$ cat src/rtl/ps2_key_mmio.sv
// PS/2 keyboard receiver that keeps the currently held scan code in a
// memory-mapped word. Frames are deserialized from the raw PS/2 lines. E0
// and F0 prefixes are decoded. Every change of the held key raises a
// single-word write request to the data memory arbiter.
module ps2_key_mmio #(
  parameter int          FILTER_LEN  = 4,
  parameter int          TIMEOUT_CYC = 50000,
  parameter logic [31:0] KEY_ADDR    = 32'd10
) (
  input  logic        clk,
  input  logic        rst,
  input  logic        ps2_clk,
  input  logic        ps2_data,
  input  logic        wr_ack,
  output logic        wr_req,
  output logic [31:0] wr_addr,
  output logic [31:0] wr_data,
  output logic [7:0]  key_code,
  output logic        key_ext,
  output logic        key_held,
  output logic        frame_err
);

  localparam int FW = (FILTER_LEN > 1) ? $clog2(FILTER_LEN + 1) : 1;
  localparam int TW = $clog2(TIMEOUT_CYC + 1);
  localparam logic [FW-1:0] FILT_LAST = FW'(FILTER_LEN - 1);
  localparam logic [TW-1:0] TMO_LAST  = TW'(TIMEOUT_CYC - 1);

  typedef enum logic [1:0] {
    IDLE   = 2'd0,
    DATA   = 2'd1,
    PARITY = 2'd2,
    STOP   = 2'd3
  } rx_state_t;

  // Synchronizer and filter state. Both lines idle high, so they reset high.
  // A low reset value would fake a falling edge when reset is released.
  logic          clk_s1, clk_s2;
  logic          dat_s1, dat_s2;
  logic          filt_clk;
  logic [FW-1:0] filt_cnt;
  logic          strobe;

  // Receiver state
  rx_state_t     state;
  logic [2:0]    bit_cnt;
  logic [7:0]    shift_reg;
  logic          parity_ok;
  logic [TW-1:0] tmo_cnt;
  logic          byte_valid;

  // Decoder state
  logic          ext_pend, brk_pend;
  logic [7:0]    next_code;
  logic          next_ext;
  logic          next_ext_pend, next_brk_pend;
  logic          code_change;

  // Bring both raw PS/2 lines into the clk domain through two flops.
  always_ff @(posedge clk or negedge rst) begin
    if (!rst) begin
      clk_s1 <= 1'b1;
      clk_s2 <= 1'b1;
      dat_s1 <= 1'b1;
      dat_s2 <= 1'b1;
    end else begin
      clk_s1 <= ps2_clk;
      clk_s2 <= clk_s1;
      dat_s1 <= ps2_data;
      dat_s2 <= dat_s1;
    end
  end

  // Change the filtered clock level only after FILTER_LEN equal samples.
  always_ff @(posedge clk or negedge rst) begin
    if (!rst) begin
      filt_clk <= 1'b1;
      filt_cnt <= '0;
    end else if (clk_s2 == filt_clk) begin
      filt_cnt <= '0;
    end else if (filt_cnt == FILT_LAST) begin
      filt_clk <= clk_s2;
      filt_cnt <= '0;
    end else begin
      filt_cnt <= filt_cnt + 1'b1;
    end
  end

  // The strobe fires in the cycle where the filtered clock is about to fall.
  // The data bit is sampled in that same cycle.
  assign strobe = filt_clk & ~clk_s2 & (filt_cnt == FILT_LAST);

  // A byte is complete when a good stop bit arrives after a good parity bit.
  assign byte_valid = strobe && (state == STOP) && dat_s2 && parity_ok;

  // Frame receiver FSM. One bit is taken per strobe.
  // The FSM also watches the time between strobes while inside a frame.
  always_ff @(posedge clk or negedge rst) begin
    if (!rst) begin
      state     <= IDLE;
      bit_cnt   <= '0;
      shift_reg <= '0;
      parity_ok <= 1'b0;
      tmo_cnt   <= '0;
      frame_err <= 1'b0;
    end else begin
      frame_err <= 1'b0;
      if (strobe) begin
        tmo_cnt <= '0;
        case (state)
          IDLE: begin
            if (!dat_s2) begin
              state   <= DATA;
              bit_cnt <= '0;
            end else begin
              frame_err <= 1'b1;
            end
          end
          DATA: begin
            shift_reg <= {dat_s2, shift_reg[7:1]};
            bit_cnt   <= bit_cnt + 1'b1;
            if (bit_cnt == 3'd7) begin
              state <= PARITY;
            end
          end
          PARITY: begin
            parity_ok <= ^{dat_s2, shift_reg};
            state     <= STOP;
          end
          STOP: begin
            if (!(dat_s2 && parity_ok)) begin
              frame_err <= 1'b1;
            end
            state <= IDLE;
          end
          default: state <= IDLE;
        endcase
      end else if (state != IDLE) begin
        if (tmo_cnt == TMO_LAST) begin
          state     <= IDLE;
          frame_err <= 1'b1;
          tmo_cnt   <= '0;
        end else begin
          tmo_cnt <= tmo_cnt + 1'b1;
        end
      end else begin
        tmo_cnt <= '0;
      end
    end
  end

  // Work out the next key state from a received byte and the prefix flags.
  always_comb begin
    next_code     = key_code;
    next_ext      = key_ext;
    next_ext_pend = ext_pend;
    next_brk_pend = brk_pend;
    if (byte_valid) begin
      if (shift_reg == 8'hE0) begin
        next_ext_pend = 1'b1;
      end else if (shift_reg == 8'hF0) begin
        next_brk_pend = 1'b1;
      end else if (!brk_pend) begin
        // A repeat of the held key is ignored so that typematic does not
        // flood the memory with identical writes.
        if (shift_reg != key_code) begin
          next_code = shift_reg;
          next_ext  = ext_pend;
        end
        next_ext_pend = 1'b0;
        next_brk_pend = 1'b0;
      end else begin
        if (shift_reg == key_code) begin
          next_code = 8'h00;
          next_ext  = 1'b0;
        end
        next_ext_pend = 1'b0;
        next_brk_pend = 1'b0;
      end
    end
  end

  assign code_change = (next_code != key_code);

  // Register the key state. Each change raises or refreshes the write
  // request. An ack retires the request only when no new change arrives.
  always_ff @(posedge clk or negedge rst) begin
    if (!rst) begin
      key_code <= '0;
      key_ext  <= 1'b0;
      ext_pend <= 1'b0;
      brk_pend <= 1'b0;
      wr_req   <= 1'b0;
      wr_data  <= '0;
    end else begin
      key_code <= next_code;
      key_ext  <= next_ext;
      ext_pend <= next_ext_pend;
      brk_pend <= next_brk_pend;
      if (code_change) begin
        wr_req  <= 1'b1;
        wr_data <= {24'h0, next_code};
      end else if (wr_ack) begin
        wr_req <= 1'b0;
      end
    end
  end

  assign wr_addr  = KEY_ADDR;
  assign key_held = |key_code;

endmodule

$ cat config.mk
export PLATFORM = sky130hd
export DESIGN_NAME = ps2_key_mmio
export DESIGN_NICKNAME = d
export VERILOG_FILES = /design/src/rtl/ps2_key_mmio.sv
export SDC_FILE = /design/constraint.sdc
export NUM_CORES = 1
export LEC_CHECK = 0
export BUFFER_PORTS_ARGS = -buffer_cell sky130_fd_sc_hd__buf_2
export CORE_MARGIN = 1.5
export CORE_UTILIZATION = 38
export CTS_CLUSTER_DIAMETER = 80
export DETAILED_ROUTE_END_ITERATION = 6
export PLACE_DENSITY = 0.59
export SETUP_SLACK_MARGIN = 0.15
export SYNTH_ARGS = -nofsm -noshare
export SYNTH_HDL_FRONTEND = slang
export SYNTH_SLANG_ARGS = --single-unit
$ cat constraint.sdc
create_clock -name clk -period 2.1 [get_ports clk]
set_input_delay 0.105 -clock clk [delete_from_list [all_inputs] [get_ports clk]]
set_output_delay 0.105 -clock clk [all_outputs]
set_load 0.01 [all_outputs]
==> results of run 1 <==
[metrics by stage]
step	instances	setup WS [ns]	util (%)
after CTS	509	0.104	48.5
after global placement	476	-0.0657	42.8
after floorplan	383	0.151	-
after global routing	511	0.0441	49.9
after detailed placement	476	-0.147	42.8
final	511	0.0912	49.9
[worst reg2reg max path: stages (launching register included)]
cell,delay (ns)
dfrtp_2,0.44
buf_6,0.13
buf_6,0.11
buf_4,0.13
a21oi_1,0.21
nand4_1,0.18
o2111ai_4,0.31
nand3b_4,0.15
a32o_1,0.24
[cells in the mapped netlist (4+ instances only)]
| cell | n | area share (%) |
|---|---|---|
| and3_1 | 8 | 1.5 |
| a22o_1 | 9 | 2.4 |
| buf_2 | 4 | 0.60 |
| ha_1 | 14 | 5.3 |
| nor2_1 | 21 | 2.4 |
| xor2_1 | 10 | 2.6 |
| nand2_1 | 21 | 2.4 |
| a32o_1 | 11 | 3.3 |
| mux2_2 | 4 | 1.4 |
| nand3_1 | 13 | 2.0 |
| dfrtp_1 | 54 | 41 |
| a21oi_1 | 7 | 1.1 |
| nor2b_1 | 4 | 0.75 |
| dfstp_2 | 5 | 3.9 |
| nor3_1 | 4 | 0.60 |
| buf_4 | 56 | 13 |
| o21ai_0 | 12 | 1.8 |
| inv_1 | 17 | 1.9 |
| xnor2_1 | 10 | 2.6 |
| clkbuf_1 | 5 | 0.56 |
[logic make-up (layout without fill, tap and decap cells)]
| group | Yosys count | count (layout) | synth area share (%) |
|---|---|---|---|
| buffers and inverters | 82 | 104 | 15.7 |
| muxes | 7 | 7 | 2.36 |
| xor gates and xnor gates | 20 | 20 | 5.26 |
| other | 2 | 56 | 0.225 |
| AOI/OAI and AO/OA | 56 | 56 | 12.8 |
| adders and majority gates | 14 | 14 | 5.26 |
| DFF | 59 | 59 | 44.5 |
| and+or+nand+nor | 89 | 90 | 13.9 |
[repair_timing]
action                                 CTS  global route
hold buffers                             3             0
setup endpoints to repair               17            18
pin swaps                                9             6
setup buffers                           13             1
cloned                                   1             1
endpoints found under the hold margin   22             0
gates resized for setup                 28            20
[power groups by stage]
stage               combinational, mW  sequential (mW)  clock [mW]
floorplan                       0.184             1.21           0
global placement                0.153             1.21           0
detailed placement              0.157             1.21           0
CTS                             0.173             1.19        1.10
global route                    0.196             1.19        1.14
finish                          0.171             1.19        1.06
[path summary, 6_finish.rpt]
kind | start | end | slack [ns] | cells after the start
worst min-delay path | wr_ack | wr_req | 0.06 | 3
worst max register to register | shift_reg[4] | wr_data[3] | 0.09 | 8
worst max-delay path | shift_reg[4] | wr_data[3] | 0.09 | 8
min in group asynchronous | rst | key_code[1] | 0.29 | 2
max in group asynchronous | rst | clk_s1 | 1.07 | 3
worst min register to register | clk_s1 | clk_s2 | 0.36 | 0
[cell type report]
class	instances	share of cell area, %
Sequential cell	59	35.8
Clock buffer	12	3.73
Inverter	17	1.53
Timing Repair Buffer	71	12.2
Clock inverter	4	1.17
Multi-Input combinational cell	243	42.4
Tap cell	105	3.16
[layer usage]
| layer | global-route usage (%) | vias up | routed length [µm] |
|---|---|---|---|
| met4 | 6.24 | 0 | 165 |
| met5 | 0 | - | 0 |
| met3 | 4.48 | 14 | 285 |
| li1 | - | 1176 | - |
| met1 | 19.0 | 1201 | 3030 |
| met2 | 24.3 | 56 | 3510 |
==> flow_metrics.py, run 1 <==
metrics = {
    "pwr": {
        "peakVddDrop_mv": 0.396,
        "p_switching_uw": 578,
        "p_leak_nw": 2.00,
        "p_per_area_mw_per_mm2": 582,
        "swShare_pct": 23.9,
        "internal_power_mw": 1.84,
        "combPwrFrac_pct": 7.1,
        "power_mw": 2.42,
        "power_frac_clock_pct": 43.7,
        "power.share.sequential_pct": 49.2,
    },
    "run": {
        "drv_cap": 0,
    },
    "finish": {
        "regMostFlops": "tmo_cnt",
        "multi_input_area_mm2": 0.00176,
        "final_cell_mix": "conb_1, dfrtp_1, buf_4",
        "final_common_cell": "conb_1",
        "drive_above_1_share_pct": 31.8,
        "area_growth_pct": 24.8,
        "seqCellArea_mm2": 0.00149,
        "fin_area_mm2": 0.00416,
        "n_fill_cell": 789,
        "antenna_cells": 0,
        "largest_reg_flops": 16,
        "final_nets": 420,
    },
    "timing": {
        "slew_headroom_pct": 62.5,
        "fin_crit_sh_pct": 95.7,
        "slew_violations": 0,
        "final-hold-violation-count": 0,
        "clock_skew_ns": 0.0106,
        "worst_slew_pin_slew_ns": 0.563,
        "min_period_ns": 2.01,
        "rsz0062_at_grt": "yes",
        "fin_setup_tns_ns": 0,
        "hold-worst-slack_ns": 0.0619,
        "fmax_mhz": 498,
        "setup_viol": 0,
    },
    "global_routing": {
        "first_global_vias": 2395,
        "grt_pass1_wl_um": 11400,
        "grt_util_all_layers_pct": 15.1,
        "gr-total-overflow": 0,
        "antenna_found_initial": 0,
        "grt_max_degree": 25,
    },
    "logic_synthesis": {
        "ys_ff_latch": 59,
        "yosysWarnings": 0,
        "synthArstFlopShare_pct": 100,
        "synth_cell_types": 46,
        "postSynthAreaPerCell_um2": 10.1,
        "ys_seq_area_share_pct": 44.5,
        "postSynthCellCount": 329,
        "synthFlopType": "dfrtp_1",
        "synth-edff-count": 0,
        "syn_area_mm2": 0.00333,
    },
    "die": {
        "dieArea_mm2": 0.00934,
        "fp-row-count": 33,
        "ios": 81,
        "initial_core_util_pct": 40.0,
        "die_x_um": 96.7,
        "core_mm2": 0.00834,
        "die_h_um": 96.7,
    },
    "worst_setup_path": {
        "critPathRequiredTime_ns": 2.32,
        "worstSetupStartpointType": "flop",
        "cp-end-kind": "flop",
        "path_buf_inv": 3,
        "crit_top_cell": "buf_6",
        "arrival_ns": 2.23,
        "cpMaxStageDelayCell": "dfrtp_2",
        "crit_chain": "buf_6 -> buf_6 -> buf_4 -> a21oi_1 -> nand4_1 -> o2111ai_4 -> nand3b_4 -> a32o_1",
        "crit_family": "compound AO/OA/AOI/OAI gates",
        "worstPathMaxFanout": 5,
        "crit_type": "flop to flop",
        "cp_slowest_stage_delay_ns": 0.44,
    },
    "drt": {
        "ant_nets": 0,
        "viasPerCell": 4.79,
        "wirelength_um": 6990,
        "drt_iter0_markers": 72,
        "vias": 2447,
        "wl_per_cell_um": 13.7,
        "drc": 0,
        "drtPass1Iterations": 6,
    },
    "place": {
        "io_buffers": 24,
        "gp_congestion": 0.798,
        "place_area_mm2": 0.00357,
        "detailed_place_hpwl_um": 4820,
    },
    "cts": {
        "cts_sinks": 59,
        "cts_tree": "built",
        "htree_levels": 3,
        "numCtsBuffers": 9,
        "cts.clk_slew.worst_paths_ns": 0.06,
        "clk_path_buf_depth": 2,
        "cts_root_buffer": "clkbuf_8",
        "insertion_delay_ns": 0.34,
    },
    "status": {
        "status": "complete, no violations",
    },
    "worst_hold_path": {
        "hp-class": "primary input to flop",
    },
}
Note: power is estimated with default switching activity, not from simulation.
==> inputs of run 2 (changes only) <==
Settings changed: CORE_UTILIZATION 38 to 49, PLACE_DENSITY 0.59 to 0.74.
==> run 2 against run 1 <==
The run now ends with DRC left. Power shrank 4.3%. Setup slack worse by 0.031 ns. Combinational power down 3%. Non-clock buffer count shrank 10. Clock-buffer cell count up 1. Utilization grew 12 points.
==> flow_metrics.py, run 2 (synthesis gave the netlist of run 1 again) <==
metrics = {
    "timing": {
        "fin_crit_sh_pct": 97.1,
        "hold-worst-slack_ns": 0.0599,
        "final-hold-violation-count": 0,
        "clock_skew_ns": 0.00815,
        "setup_viol": 0,
        "fmax_mhz": 490,
        "min_period_ns": 2.04,
        "slew_violations": 0,
        "worst_slew_pin_slew_ns": 0.668,
        "rsz0062_at_grt": "yes",
        "slew_headroom_pct": 55.4,
    },
    "worst_hold_path": {
        "whs_path_depth": 3,
        "hp-class": "primary input to flop",
    },
    "place": {
        "io_buffers": 24,
        "place_inst": 439,
        "detailed_place_hpwl_um": 4460,
        "gp_congestion": 0.816,
    },
    "cts": {
        "cts_root_buffer": "clkbuf_8",
        "htree_levels": 3,
        "cts_tree": "built",
        "clk_path_buf_depth": 2,
        "numCtsBuffers": 9,
        "insertion_delay_ns": 0.32,
        "cts.clk_slew.worst_paths_ns": 0.07,
        "cts_sinks": 59,
    },
    "worst_setup_path": {
        "worstPathMaxFanout": 5,
        "arrival_ns": 2.25,
        "crit_type": "flop to flop",
        "cp-end-kind": "flop",
        "worstSetupStartpointType": "flop",
        "critPathRequiredTime_ns": 2.31,
        "reg2regPathDepth": 9,
    },
    "die": {
        "fp-row-count": 29,
        "ios": 81,
        "die_x_um": 85.5,
        "die_h_um": 85.5,
        "initial_core_util_pct": 51.6,
        "core_mm2": 0.00646,
        "dieArea_mm2": 0.00731,
    },
    "pwr": {
        "p_switching_uw": 561,
        "peakVddDrop_mv": 0.464,
        "p_per_area_mw_per_mm2": 576,
        "power.share.sequential_pct": 51.5,
        "swShare_pct": 24.2,
        "combPwrFrac_pct": 7.2,
        "p_leak_nw": 1.94,
        "power_frac_clock_pct": 41.3,
        "power_mw": 2.32,
        "internal_power_mw": 1.76,
    },
    "drt": {
        "vias": 2484,
        "drt_iter0_markers": 118,
        "ant_nets": 0,
        "wirelength_um": 6980,
        "wl_per_cell_um": 14.8,
        "viasPerCell": 5.25,
        "drtPass1Iterations": 6,
        "drc": 9,
    },
    "status": {
        "violations": "DRC",
        "status": "complete, but fails checks",
    },
    "finish": {
        "regMostFlops": "tmo_cnt",
        "final_cell_mix": "conb_1, dfrtp_1, buf_4",
        "final_common_cell": "conb_1",
        "largest_reg_flops": 16,
        "antenna_cells": 0,
        "fin_cells": 473,
        "final_nets": 410,
        "area_growth_pct": 20.6,
        "drive_above_1_share_pct": 29.5,
    },
    "run": {
        "drv_cap": 0,
    },
    "global_routing": {
        "grt_pass1_wl_um": 10900,
        "gr-total-overflow": 0,
        "grt_max_degree": 32,
        "antenna_found_initial": 0,
        "first_global_vias": 2398,
        "grt_util_all_layers_pct": 19.2,
    },
}
run 2: cell types whose count changed in the layout (fill, tap and decap cells not counted), sizes merged:
cell | previous run | this run
clkbuf | 12 | 14
bufinv | 1 | 0
clkinvlp | 0 | 1
clkinv | 3 | 2
buf | 68 | 57
run 2: metal layers:
| layer | wire [µm] | global-route usage [%] | vias up |
|---|---|---|---|
| li1 | - | - | 1163 |
| met1 | 2730 | 21.7 | 1222 |
| met2 | 3690 | 33.6 | 82 |
| met3 | 354 | 6.23 | 17 |
| met4 | 214 | 7.92 | 0 |
| met5 | 0 | 0 | - |
run 2: layout make-up:
class	instances	area [µm²]
Fill cell	492	2440
Multi-Input combinational cell	243	1710
Sequential cell	59	1490
Timing Repair Buffer	61	470
Clock buffer	13	169
Tap cell	77	96.3
Inverter	17	63.8
Clock inverter	3	21.3
run 2: worst max-delay path: stages (launching register included):
cell and delay, ns:
dfrtp_2 0.43, buf_6 0.12, buf_6 0.11, xor2_1 0.16
nor2_1 0.18, nand4_1 0.17, buf_4 0.20, o2111ai_4 0.13
nand3b_4 0.16, a32o_1 0.27
run 2: timing repair:
item	4_1_cts	5_1_grt
resized for setup	22	15
buffers inserted	9	4
gates cloned	1	1
endpoints found under the hold margin	25	0
hold buffers	3	0
pin swaps	8	20
setup endpoints to repair	17	21
run 2: through the flow:
stage | instance area [µm²] | util, % | worst slack, ns | setup TNS (ns)
final | 4020 | 62.2 | 0.0601 | 0
after global routing | 4020 | 62.2 | -0.0309 | -0.0627
after CTS | 3910 | 60.5 | 0.142 | 0
after global placement | 3480 | 53.8 | -0.00996 | -0.0629
after detailed placement | 3480 | 53.8 | -0.152 | -1.99
after floorplan | 3560 | - | 0.151 | 0
run 2: power by group through the flow:
stage / logic [mW] / registers (mW) / clock network [mW]
6_report: 0.166 / 1.19 / 0.958
5_1_grt: 0.190 / 1.19 / 1.04
4_1_cts: 0.167 / 1.19 / 0.990
3_5_place_dp: 0.155 / 1.21 / 0
3_3_place_gp: 0.149 / 1.21 / 0
2_1_floorplan: 0.184 / 1.21 / 0
run 2: worst paths after layout:
path / start / endpoint / slack [ns]
setup reg to reg: shift_reg[4] / wr_data[6] / 0.06
min in group asynchronous: rst / key_code[0] / 0.35
hold reg to reg: clk_s1 / clk_s2 / 0.35
setup / recovery: shift_reg[4] / wr_data[6] / 0.06
hold / removal: wr_ack / wr_req / 0.06
max in group asynchronous: rst / shift_reg[6] / 1.15
==> inputs of run 3 (changes only) <==
Settings changed: CORE_ASPECT_RATIO from default to 0.9, REMOVE_ABC_BUFFERS from default to 1.
==> run 3 against run 2 <==
The run now ends clean. Non-clock buffer count fell by 9. Register-to-register slack improved by 0.02 ns. Cell count rose by 1.1%. First-iteration DRC count rose by 80%. Utilization fell by 1.1 points. Fmax rose by 0.79%. Worst hold slack got worse by 0.017 ns. Clock-buffer cell count fell by 1. Sequential power barely moved. Critical path type unchanged. Final area barely moved. Setup slack improved by 0.016 ns. Combinational power barely moved. Largest cell class unchanged.
==> flow_metrics.py, run 3 (synthesis gave the netlist of run 1 again) <==
metrics = {
    "finish": {
        "antenna_cells": 0,
        "regMostFlops": "tmo_cnt",
        "final_util_pct": 61.1,
        "n_fill_cell": 538,
        "final_common_cell": "conb_1",
        "drive_above_1_share_pct": 29.4,
        "final_nets": 402,
        "largest_reg_flops": 16,
        "final_cell_mix": "conb_1, dfrtp_1, buf_2",
        "area_growth_pct": 20.7,
    },
    "global_routing": {
        "grt_util_all_layers_pct": 18.3,
        "first_global_vias": 2197,
        "grt_pass1_wl_um": 10400,
        "gr-total-overflow": 0,
        "grt_max_degree": 31,
        "antenna_found_initial": 0,
    },
    "worst_setup_path": {
        "reg2regPathDepth": 7,
        "cpMaxStageDelayCell": "dfrtp_2",
        "worstSetupStartpointType": "flop",
        "worstPathMaxFanout": 5,
        "r2r-start": "key_code[7]",
        "rrSetupSlack_ns": 0.08,
        "reg2reg_to": "wr_data[0]",
        "crit_chain": "xor2_2 -> a221oi_2 -> nand4_1 -> buf_6 -> nor3b_4 -> o21ai_4 -> a32o_1",
        "cp_slowest_stage_delay_ns": 0.46,
        "crit_type": "flop to flop",
        "endpoint": "wr_data[0]",
        "cp-end-kind": "flop",
        "worstSetupStartpoint": "key_code[7]",
        "arrival_ns": 2.25,
        "critPathRequiredTime_ns": 2.33,
    },
    "worst_hold_path": {
        "hp-class": "primary input to flop",
    },
    "timing": {
        "setup_viol": 0,
        "slew_violations": 0,
        "worst_slew_pin_slew_ns": 0.706,
        "final-hold-violation-count": 0,
        "fin_ws_ns": 0.0762,
        "fmax_mhz": 494,
        "slew_headroom_pct": 52.9,
        "clock_skew_ns": 0.00994,
        "min_period_ns": 2.02,
        "rsz0062_at_grt": "yes",
        "hold-worst-slack_ns": 0.0427,
        "fin_crit_sh_pct": 96.4,
    },
    "cts": {
        "cts_root_buffer": "clkbuf_8",
        "cts_sinks": 59,
        "numCtsBuffers": 9,
        "clk_path_buf_depth": 2,
        "cts.clk_slew.worst_paths_ns": 0.07,
        "insertion_delay_ns": 0.35,
        "cts_tree": "built",
        "htree_levels": 3,
    },
    "die": {
        "dieArea_mm2": 0.00731,
        "die_h_um": 81.2,
        "fp-row-count": 28,
        "ios": 81,
        "core_mm2": 0.00659,
        "initial_core_util_pct": 50.6,
        "die_x_um": 89.9,
    },
    "place": {
        "detailed_place_hpwl_um": 4380,
        "pre_cts_ws_ns": 0.00456,
        "gp_congestion": 0.879,
        "io_buffers": 24,
    },
    "status": {
        "status": "complete, no violations",
    },
    "drt": {
        "wl_per_cell_um": 14.8,
        "ant_nets": 0,
        "vias": 2475,
        "drtPass1Iterations": 5,
        "wirelength_um": 7080,
        "drc": 0,
        "drt_iter0_markers": 212,
        "viasPerCell": 5.18,
    },
    "pwr": {
        "power_frac_clock_pct": 46.7,
        "peakVddDrop_mv": 0.432,
        "p_per_area_mw_per_mm2": 633,
        "power.share.sequential_pct": 46.8,
        "power_mw": 2.55,
        "combPwrFrac_pct": 6.4,
        "p_switching_uw": 585,
        "swShare_pct": 23.0,
        "p_leak_nw": 1.90,
        "internal_power_mw": 1.96,
    },
    "run": {
        "drv_cap": 0,
    },
}
-- run 3: changes by cell type in the layout (fill, tap and decap cells not counted), sizes merged --
cell | before | now
buf | 57 | 49
bufinv | 0 | 2
clkbuf | 14 | 12
clkinv | 2 | 1
o21ai | 13 | 14
-- run 3: layer usage --
layer	wire length, µm	GRT usage, %	vias up
met4	190	8.89	0
met2	3210	27.2	128
li1	-	-	1140
met3	566	5.62	21
met5	0	0	-
met1	3100	24.4	1186
-- run 3: layout make-up --
| cell class | count | area (µm²) | area share [%] |
|---|---|---|---|
| Clock buffer | 12 | 155 | 3.86 |
| Clock inverter | 4 | 72.6 | 1.80 |
| Timing Repair Buffer | 52 | 369 | 9.17 |
| Tap cell | 90 | 113 | 2.80 |
| Inverter | 17 | 63.8 | 1.59 |
| Sequential cell | 59 | 1490 | 37.1 |
| Multi-Input combinational cell | 244 | 1760 | 43.7 |
-- run 3: worst max-delay path: cells and delay by family, from the launching register on --
kind | cells | cell delay (ns)
buf+inv | 1 | 0.16
flops | 1 | 0.46
simple gates | 2 | 0.44
xor+xnor | 1 | 0.19
compound gates | 3 | 0.65
-- run 3: worst min-delay path by stage --
stage / end / startpoint / cells after the start
global route: wr_req / wr_ack / 3
detailed placement: key_code[6] / rst / 1
global placement: key_code[6] / rst / 1
finish: wr_req / wr_ack / 3
floorplan: bit_cnt[0] / rst / 0
CTS: wr_req / wr_ack / 3
-- run 3: repair_timing --
action	CTS	global route
pin swaps	8	20
gates resized for setup	24	27
endpoints found under the setup margin	9	30
hold buffers	3	0
hold endpoints to repair	26	0
buffers inserted	4	7
cloned	1	2
-- run 3: power by group through the flow --
stage	clock (mW)	combinational [mW]	sequential, mW
finish	1.19	0.164	1.19
detailed placement	0	0.150	1.21
global route	1.26	0.197	1.19
CTS	1.21	0.166	1.19
global placement	0	0.145	1.21
floorplan	0	0.103	1.21
-- run 3: per-stage QoR --
step                area (µm²)  instances  TNS (ns)
global route              4020        478  -0.00736
global placement          3420        445         0
finish                    4020        478         0
CTS                       3840        469         0
detailed placement        3420        445         0
floorplan                 3080        318  -0.00277
